===== src/rtl/ring_buffer_flow.sv =====
// ---------------------------------------------------------------------------
// ring_buffer_flow
//   Single-clock circular FIFO with configurable width/depth, one-cycle
//   registered read, write/read acknowledges, occupancy count, almost-full /
//   almost-empty thresholds, synchronous flush and sticky error flags.
//
// Ports
//   clk          rising-edge clock for all state
//   reset        synchronous, active-low reset
//   flush        synchronous discard of all contents (beats read/write)
//   writeEnable  write request; dataWrite is the word to store
//   dataWriteAck one-cycle pulse: the previous cycle's write was stored
//   readEnable   read request
//   dataReadAck  one-cycle pulse: dataRead holds freshly popped data
//   dataRead     registered popped data (holds between pops)
//   count        occupancy 0..DEPTH
//   full/empty/almostFull/almostEmpty  status decoded from count
//   overflow     sticky: a write was dropped because the buffer was full
//   underflow    sticky: a read was refused because the buffer was empty
//   clearErrors  clears overflow/underflow (a same-cycle error wins)
// ---------------------------------------------------------------------------
module ring_buffer_flow #(
  parameter int DATA_WIDTH   = 8,
  parameter int ADDR_BITS    = 3,
  parameter int AFULL_LEVEL  = (1 << ADDR_BITS) - 1,
  parameter int AEMPTY_LEVEL = 1
) (
  input  logic                  clk,
  input  logic                  reset,
  input  logic                  flush,
  input  logic                  writeEnable,
  input  logic [DATA_WIDTH-1:0] dataWrite,
  output logic                  dataWriteAck,
  input  logic                  readEnable,
  output logic                  dataReadAck,
  output logic [DATA_WIDTH-1:0] dataRead,
  output logic [ADDR_BITS:0]    count,
  output logic                  full,
  output logic                  empty,
  output logic                  almostFull,
  output logic                  almostEmpty,
  output logic                  overflow,
  output logic                  underflow,
  input  logic                  clearErrors
);

  localparam int DEPTH = 1 << ADDR_BITS;
  localparam logic [ADDR_BITS:0] DEPTH_CNT  = (ADDR_BITS + 1)'(DEPTH);
  localparam logic [ADDR_BITS:0] AFULL_CNT  = (ADDR_BITS + 1)'(AFULL_LEVEL);
  localparam logic [ADDR_BITS:0] AEMPTY_CNT = (ADDR_BITS + 1)'(AEMPTY_LEVEL);

  logic [DATA_WIDTH-1:0] mem [DEPTH];

  logic [ADDR_BITS-1:0] wr_ptr_reg, wr_ptr_next;
  logic [ADDR_BITS-1:0] rd_ptr_reg, rd_ptr_next;
  logic [ADDR_BITS:0]   count_reg, count_next;
  logic                 write_ack_reg, write_ack_next;
  logic                 read_ack_reg, read_ack_next;
  logic                 overflow_reg, overflow_next;
  logic                 underflow_reg, underflow_next;
  logic [DATA_WIDTH-1:0] data_read_reg;

  logic rd_accept;
  logic wr_accept;

  // A full buffer still takes a write when a read frees a slot in the same
  // cycle. An empty buffer never bypasses: the read is refused.
  assign rd_accept = readEnable && (count_reg != '0);
  assign wr_accept = writeEnable && ((count_reg != DEPTH_CNT) || rd_accept);

  always_comb begin
    wr_ptr_next    = wr_ptr_reg;
    rd_ptr_next    = rd_ptr_reg;
    count_next     = count_reg;
    write_ack_next = 1'b0;
    read_ack_next  = 1'b0;
    overflow_next  = overflow_reg;
    underflow_next = underflow_reg;

    if (flush) begin
      // Requests in a flush cycle are ignored entirely; error flags hold.
      wr_ptr_next = '0;
      rd_ptr_next = '0;
      count_next  = '0;
    end else begin
      if (rd_accept) begin
        rd_ptr_next   = rd_ptr_reg + 1'b1;
        read_ack_next = 1'b1;
      end
      if (wr_accept) begin
        wr_ptr_next    = wr_ptr_reg + 1'b1;
        write_ack_next = 1'b1;
      end

      unique case ({wr_accept, rd_accept})
        2'b10:   count_next = count_reg + 1'b1;
        2'b01:   count_next = count_reg - 1'b1;
        default: count_next = count_reg;
      endcase

      // Clear first so that an error event in the same cycle wins.
      if (clearErrors) begin
        overflow_next  = 1'b0;
        underflow_next = 1'b0;
      end
      if (writeEnable && !wr_accept) overflow_next  = 1'b1;
      if (readEnable && !rd_accept)  underflow_next = 1'b1;
    end
  end

  always_ff @(posedge clk) begin
    if (!reset) begin
      wr_ptr_reg    <= '0;
      rd_ptr_reg    <= '0;
      count_reg     <= '0;
      write_ack_reg <= 1'b0;
      read_ack_reg  <= 1'b0;
      overflow_reg  <= 1'b0;
      underflow_reg <= 1'b0;
    end else begin
      wr_ptr_reg    <= wr_ptr_next;
      rd_ptr_reg    <= rd_ptr_next;
      count_reg     <= count_next;
      write_ack_reg <= write_ack_next;
      read_ack_reg  <= read_ack_next;
      overflow_reg  <= overflow_next;
      underflow_reg <= underflow_next;
    end
  end

  // Storage array: no reset so it maps onto block/distributed RAM.
  always_ff @(posedge clk) begin
    if (reset && !flush && wr_accept) begin
      mem[wr_ptr_reg] <= dataWrite;
    end
  end

  // Registered read port; holds its value across flush and refused reads.
  always_ff @(posedge clk) begin
    if (!reset) begin
      data_read_reg <= '0;
    end else if (!flush && rd_accept) begin
      data_read_reg <= mem[rd_ptr_reg];
    end
  end

  assign dataWriteAck = write_ack_reg;
  assign dataReadAck  = read_ack_reg;
  assign dataRead     = data_read_reg;
  assign count        = count_reg;
  assign full         = (count_reg == DEPTH_CNT);
  assign empty        = (count_reg == '0);
  assign almostFull   = (count_reg >= AFULL_CNT);
  assign almostEmpty  = (count_reg <= AEMPTY_CNT);
  assign overflow     = overflow_reg;
  assign underflow    = underflow_reg;

endmodule

===== config.mk =====
export PLATFORM = sky130hd
export DESIGN_NAME = ring_buffer_flow
export DESIGN_NICKNAME = d
export VERILOG_FILES = /design/src/rtl/ring_buffer_flow.sv
export SDC_FILE = /design/constraint.sdc
export NUM_CORES = 1
export LEC_CHECK = 0
export CAP_MARGIN = 5
export CORE_UTILIZATION = 30
export DETAILED_ROUTE_END_ITERATION = 8
export PLACE_DENSITY_LB_ADDON = 0.1
export SYNTH_ARGS = -nofsm -noshare
export SYNTH_HDL_FRONTEND = slang
export SYNTH_SLANG_ARGS = --single-unit

===== constraint.sdc =====
create_clock -name clk -period 2.35 [get_ports clk]
set_input_delay 0.47 -clock clk [delete_from_list [all_inputs] [get_ports clk]]
set_output_delay 0.47 -clock clk [all_outputs]
set_load 0.01 [all_outputs]

After elaboration in Yosys (flattened, before gate mapping)
Memory sizes are Yosys's and may differ from the RTL's. A register that Yosys moved wholly into a read port is not among the register bits.
Index checks and enable logic that the tools add are counted.
W data, S select, Z words.
{"block": "word_totals", "inputBits": 14, "mem_bits_rw": 64, "reg_bits": 14, "n_memories": 1}
{"block": "classes", "reduce_logical": 20, "bitwise_logic": 2, "order_cmp": 2, "add_sub_neg": 4, "n_mux": 8, "eq_ne": 4}
{"name": "mem", "depth": 8, "width": 8, "rd": 1, "rd_clocked_by_memory_dff": 1, "wr": 1, "line": "52", "text": "logic [DATA_WIDTH-1:0] mem [DEPTH];"}
{"op": "$pmux W4 S2", "n": 1}
{"op": "$logic_and A1 B1 Y1", "n": 7}
{"op": "$mux W1", "n": 7}
{"op": "$add A3 B1 Y3 const B", "n": 2}
{"op": "$reduce_bool A2 Y1", "n": 3}
{"op": "$add A4 B1 Y4 const B", "n": 1}
{"op": "$eq A4 B4 Y1 const B", "n": 1}
{"op": "$ge A4 B3 Y1 const B", "n": 1}
{"op": "$le A4 B1 Y1 const B", "n": 1}
{"op": "$logic_not A1 Y1", "n": 4}
{"op": "$logic_not A4 Y1", "n": 1}
{"op": "$ne A4 B4 Y1 const B", "n": 1}
{"op": "$reduce_and A2 Y1", "n": 2}
{"op": "$reduce_bool A4 Y1", "n": 1}
{"op": "$sub A4 B1 Y4 const B", "n": 1}
{"op": "$eq A2 B1 Y1 const B", "n": 1}
{"op": "$eq A2 B2 Y1 const B", "n": 1}
{"op": "$not A1 Y1", "n": 2}
{"op": "$reduce_or A2 Y1", "n": 1}
{"op": "$logic_or A1 B1 Y1", "n": 1}

Longest topological paths before layout
{"block": "logic_depth", "ltp_word": 8, "mapped_depth": 7, "depth_no_buf": 6}

Least setup slack after synthesis
No wires, ideal clock.
{"block": "synth_path", "path_type": "register to register", "from": "reg count_reg[1], in the netlist count[1]", "to": "mem mem[4][0], enable pin", "setup_slack_ns": -0.073, "required_time_ns": 1.967, "path_buffers": 0, "arrival_time_ns": 2.040, "stages_incl_launch_ff": 7, "cell_sequence": "dfxtp_1 -> inv_1 -> ha_1 -> nand2b_4 -> o21ai_4 -> or3_4 -> nor3_1"}
{"block": "synth_between", "elab_chain_len": 7}
{"item": "start, declared", "line": "56", "text": "logic [ADDR_BITS:0] count_reg, count_next;"}
{"item": "start signal, assigned", "line": "123", "text": "count_reg <= count_next;"}
{"item": "$reduce_bool A4 Y1", "line": "68", "text": "assign rd_accept = readEnable && (count_reg != '0);"}
{"item": "$logic_and A1 B1 Y1", "line": "68"}
{"item": "$logic_or A1 B1 Y1 (*)", "line": "69", "text": "assign wr_accept = writeEnable && ((count_reg != DEPTH_CNT) || rd_accept);"}
{"item": "$logic_and A1 B1 Y1 (*)", "line": "69"}
{"item": "$logic_and A1 B1 Y1 (*)", "line": "133", "text": "if (reset && !flush && wr_accept) begin"}
{"item": "$mux W1 (*)", "line": "133"}
{"item": "$mux W1 (implied by the code) (*)", "line": "134", "text": "mem[wr_ptr_reg] <= dataWrite;"}
{"item": "end, declared", "line": "52"}
Every way passes the cells marked *; elsewhere a longest branch is shown, timed or not.

Worst setup path in the final report
{"block": "layout_path", "from": "reg count_reg[0], in the netlist count[0]", "to": "out full"}
{"block": "layout_between", "elab_chain_len": 1}
{"item": "$eq A4 B4 Y1", "line": "151", "text": "assign full = (count_reg == DEPTH_CNT);"}
{"item": "end, declared", "line": "38", "text": "output logic full,"}
Every way passes these cells.

==> flow_summary.json <==
{
  "drv_cap": 0,
  "yosys.area.top_type": "edfxtp_1",
  "p_leak_nw": 1.57,
  "rsz0062_at_grt": "no",
  "failed_checks": "design-rule violations",
  "gr-total-overflow": 0,
  "status": "complete, but fails checks",
  "cts.hold.buffers_added": 0,
  "internal-power_mw": 2.69,
  "fin_setup_tns_ns": 0,
  "wire_per_inst_um": 17.8,
  "critPathArrivalTime_ns": 1.77,
  "yosysMostFrequentCell": "edfxtp_1",
  "numCtsBuffers": 9,
  "fin_crit_sh_pct": 95.5,
  "p_sw_uw": 725,
  "required_ns": 1.88,
  "path_cells": "inv_2 > ha_4 > nand2b_4 > nor2_2 > clkdlybuf4s50_1",
  "ff_latch_area_sq_mm": 0.00236,
  "vias": 2139,
  "die_h_um": 112,
  "cts_root_buf": "clkbuf_16",
  "dpl.hpwl_um": 5510,
  "critPathCaptureType": "output port",
  "ant_nets": 0,
  "hold_slack_ns": 0.519,
  "netlist_area_sq_mm": 0.00364,
  "hold_viol": 0,
  "ys_seq_area_share_pct": 64.9,
  "critPathSlowestCell": "clkdlybuf4s50_1",
  "drc_errors": 4,
  "placementRows": 39,
  "grt_pass1_vias": 2138,
  "port_buffers": 33,
  "avgSynthCellArea_sq_um": 14.8,
  "combPwrFrac_pct": 6.1,
  "clkPwrFrac_pct": 45.4,
  "die_x_um": 112,
  "finalClockSkew_ns": 0.00938,
  "synth_warnings": 0,
  "place.gp.congestion": 0.739,
  "hp-class": "reg -> reg",
  "synth_edf_count": 64,
  "post_cts_buffers": 0,
  "clk_latency_ns": 0.34,
  "ys.flop_type": "edfxtp_1",
  "largest_reg_flops": 64,
  "synthTopCellsByCount": "edfxtp_1 (64), dfxtp_1 (22), nor2_1 (21), mux2i_1 (20), a21oi_1 (16)",
  "cts.sinks": 86,
  "final-max-slew-violation-count": 0,
  "ys_ff_latch": 86,
  "die_area_sq_mm": 0.0126,
  "nFillCells": 1089,
  "cts_max_path_buffers": 2,
  "antenna_cells": 0,
  "hold_start": "dataRead[5]",
  "setup_violations": 0,
  "multi_input_area_sq_mm": 0.00119,
  "swShare_pct": 21.2,
  "ys_async_sr_fraction_pct": 0,
  "crit_family": "buffers and inverters",
  "drive_gt1_share_pct": 19.6,
  "grt.total_usage_pct": 13.6,
  "cp_max_fo": 7,
  "clk_pin_slew_worst_paths_ns": 0.06,
  "worst-path-buf-inv": 2,
  "tritoncts": "done",
  "synth_fp_nets": 264,
  "grt_max_degree": 26,
  "relSlewSlack_pct": 59.8,
  "first_pass_iters": 6,
  "start_util_pct": 31.3,
  "p_per_area_mw_per_mm2": 745,
  "startpoint": "count[0]",
  "final_cell_area_sq_mm": 0.00459,
  "antenna_found_initial": 0,
  "io_pins": 34,
  "fmax_mhz": 446,
  "critPathMaxStageDelay_ns": 0.54,
  "synth_cells": 245,
  "nets": 320,
  "grt_pass1_wl_um": 12400,
  "netlist_top_cells_area": "edfxtp_1 (53%), dfxtp_1 (12%), mux2i_1 (5.5%), mux4_1 (4.3%), a21oi_1 (2.2%)",
  "synthDominantCellAreaShare_pct": 52.8,
  "core_sq_mm": 0.0116,
  "timing.rr.start": "count[0]",
  "viasPerCell": 4.76,
  "synthDistinctLibCells": 45,
  "routed_wirelength_um": 8010,
  "drt_iter0_drc": 108,
  "power_frac_seq_pct": 48.5,
  "syn_to_final_growth_pct": 26.3,
  "placed_cells": 433,
  "crit_path_start_kind": "flip-flop",
  "ir_drop_v": 0.000346,
  "post_layout_nonfiller_instances": 449,
  "place_area_sq_mm": 0.00425,
  "htree_levels": 3,
  "critPathKind": "reg -> out",
  "tightest_slew_ns": 0.603,
  "layout_min_cycle_time_ns": 2.24
}
[routing by layer]
layer | global-route usage, % | vias up | wire length, um
met2 | 19.5 | 64 | 3360
met1 | 20.2 | 1017 | 4110
li1 | - | 1046 | -
met4 | 5.07 | 0 | 124
met3 | 2.65 | 12 | 420
met5 | 0 | - | 0
[kinds of logic (layout without fill, tap and decap cells)]
group | after synthesis | after routing | share of synthesized area, %
AND/OR/NAND/NOR | 53 | 53 | 8.43
AO/OA/AOI/OAI | 48 | 48 | 8.60
flip-flops | 86 | 86 | 64.9
XOR/XNOR | 5 | 5 | 1.20
buffers and inverters | 18 | 79 | 3.10
multiplexers | 30 | 30 | 12.0
adder cells (fa/ha/maj) | 5 | 5 | 1.72
[cell type report]
| cell class | instances | share of cell area, % |
|---|---|---|
| clock buffer | 9 | 4.90 |
| clock inverter | 7 | 2.23 |
| inverter | 5 | 0.409 |
| multi-input combinational | 141 | 25.9 |
| sequential | 86 | 51.4 |
| tap | 143 | 3.90 |
| timing repair buffer | 58 | 11.3 |
[stage by stage]
stage | utilization, % | power [mW] | worst slack [ns]
global route | 39.5 | 3.54 | 0.0293
finish | 39.5 | 3.42 | 0.106
global placement | 36.6 | 1.90 | 0.123
CTS | 39.5 | 3.45 | 0.0108
detailed placement | 36.6 | 1.90 | 0.0798
floorplan | - | 1.79 | 0.148
[path summary, 6_finish.rpt]
kind | to | slack (ns) | cells after the start
worst max-delay path | full | 0.11 | 5
worst min register to register | dataRead[5] | 0.52 | 2
worst min-delay path | dataRead[5] | 0.52 | 2
worst max register to register | mem[1][3] | 0.33 | 7
[repair_timing]
action / CTS / global route
endpoints found under the setup margin: 2 / 3
cloned: 0 / 0
gates resized for setup: 2 / 2
[power groups by stage]
stage	clock, mW	sequential, mW	combinational [mW]
finish	1.55	1.66	0.210
global route	1.65	1.66	0.231
CTS	1.59	1.66	0.209
detailed placement	0	1.69	0.207
global placement	0	1.69	0.208
floorplan	0	1.69	0.0982
[worst reg2reg max path: stages, from the launching register on]
cell and delay [ns]:
dfxtp_1 0.48, inv_2 0.10, ha_4 0.19, nand2b_4 0.13, o21ai_4 0.09, or3_4 0.41
nor2_1 0.15, buf_4 0.20
[cell usage in the layout (no fill, tap or decap), types with 9 or more instances in the layout]
master / netlist / final
buf_4: 3 / 25
o21ai_0: 9 / 9
edfxtp_1: 64 / 64
dfxtp_1: 22 / 22
nor2_1: 21 / 20
clkbuf_16: 0 / 9
clkdlybuf4s50_1: 0 / 33
a21oi_1: 16 / 16
o22ai_1: 9 / 9
mux2i_1: 20 / 20
Note: power is estimated with default switching activity, not from simulation.
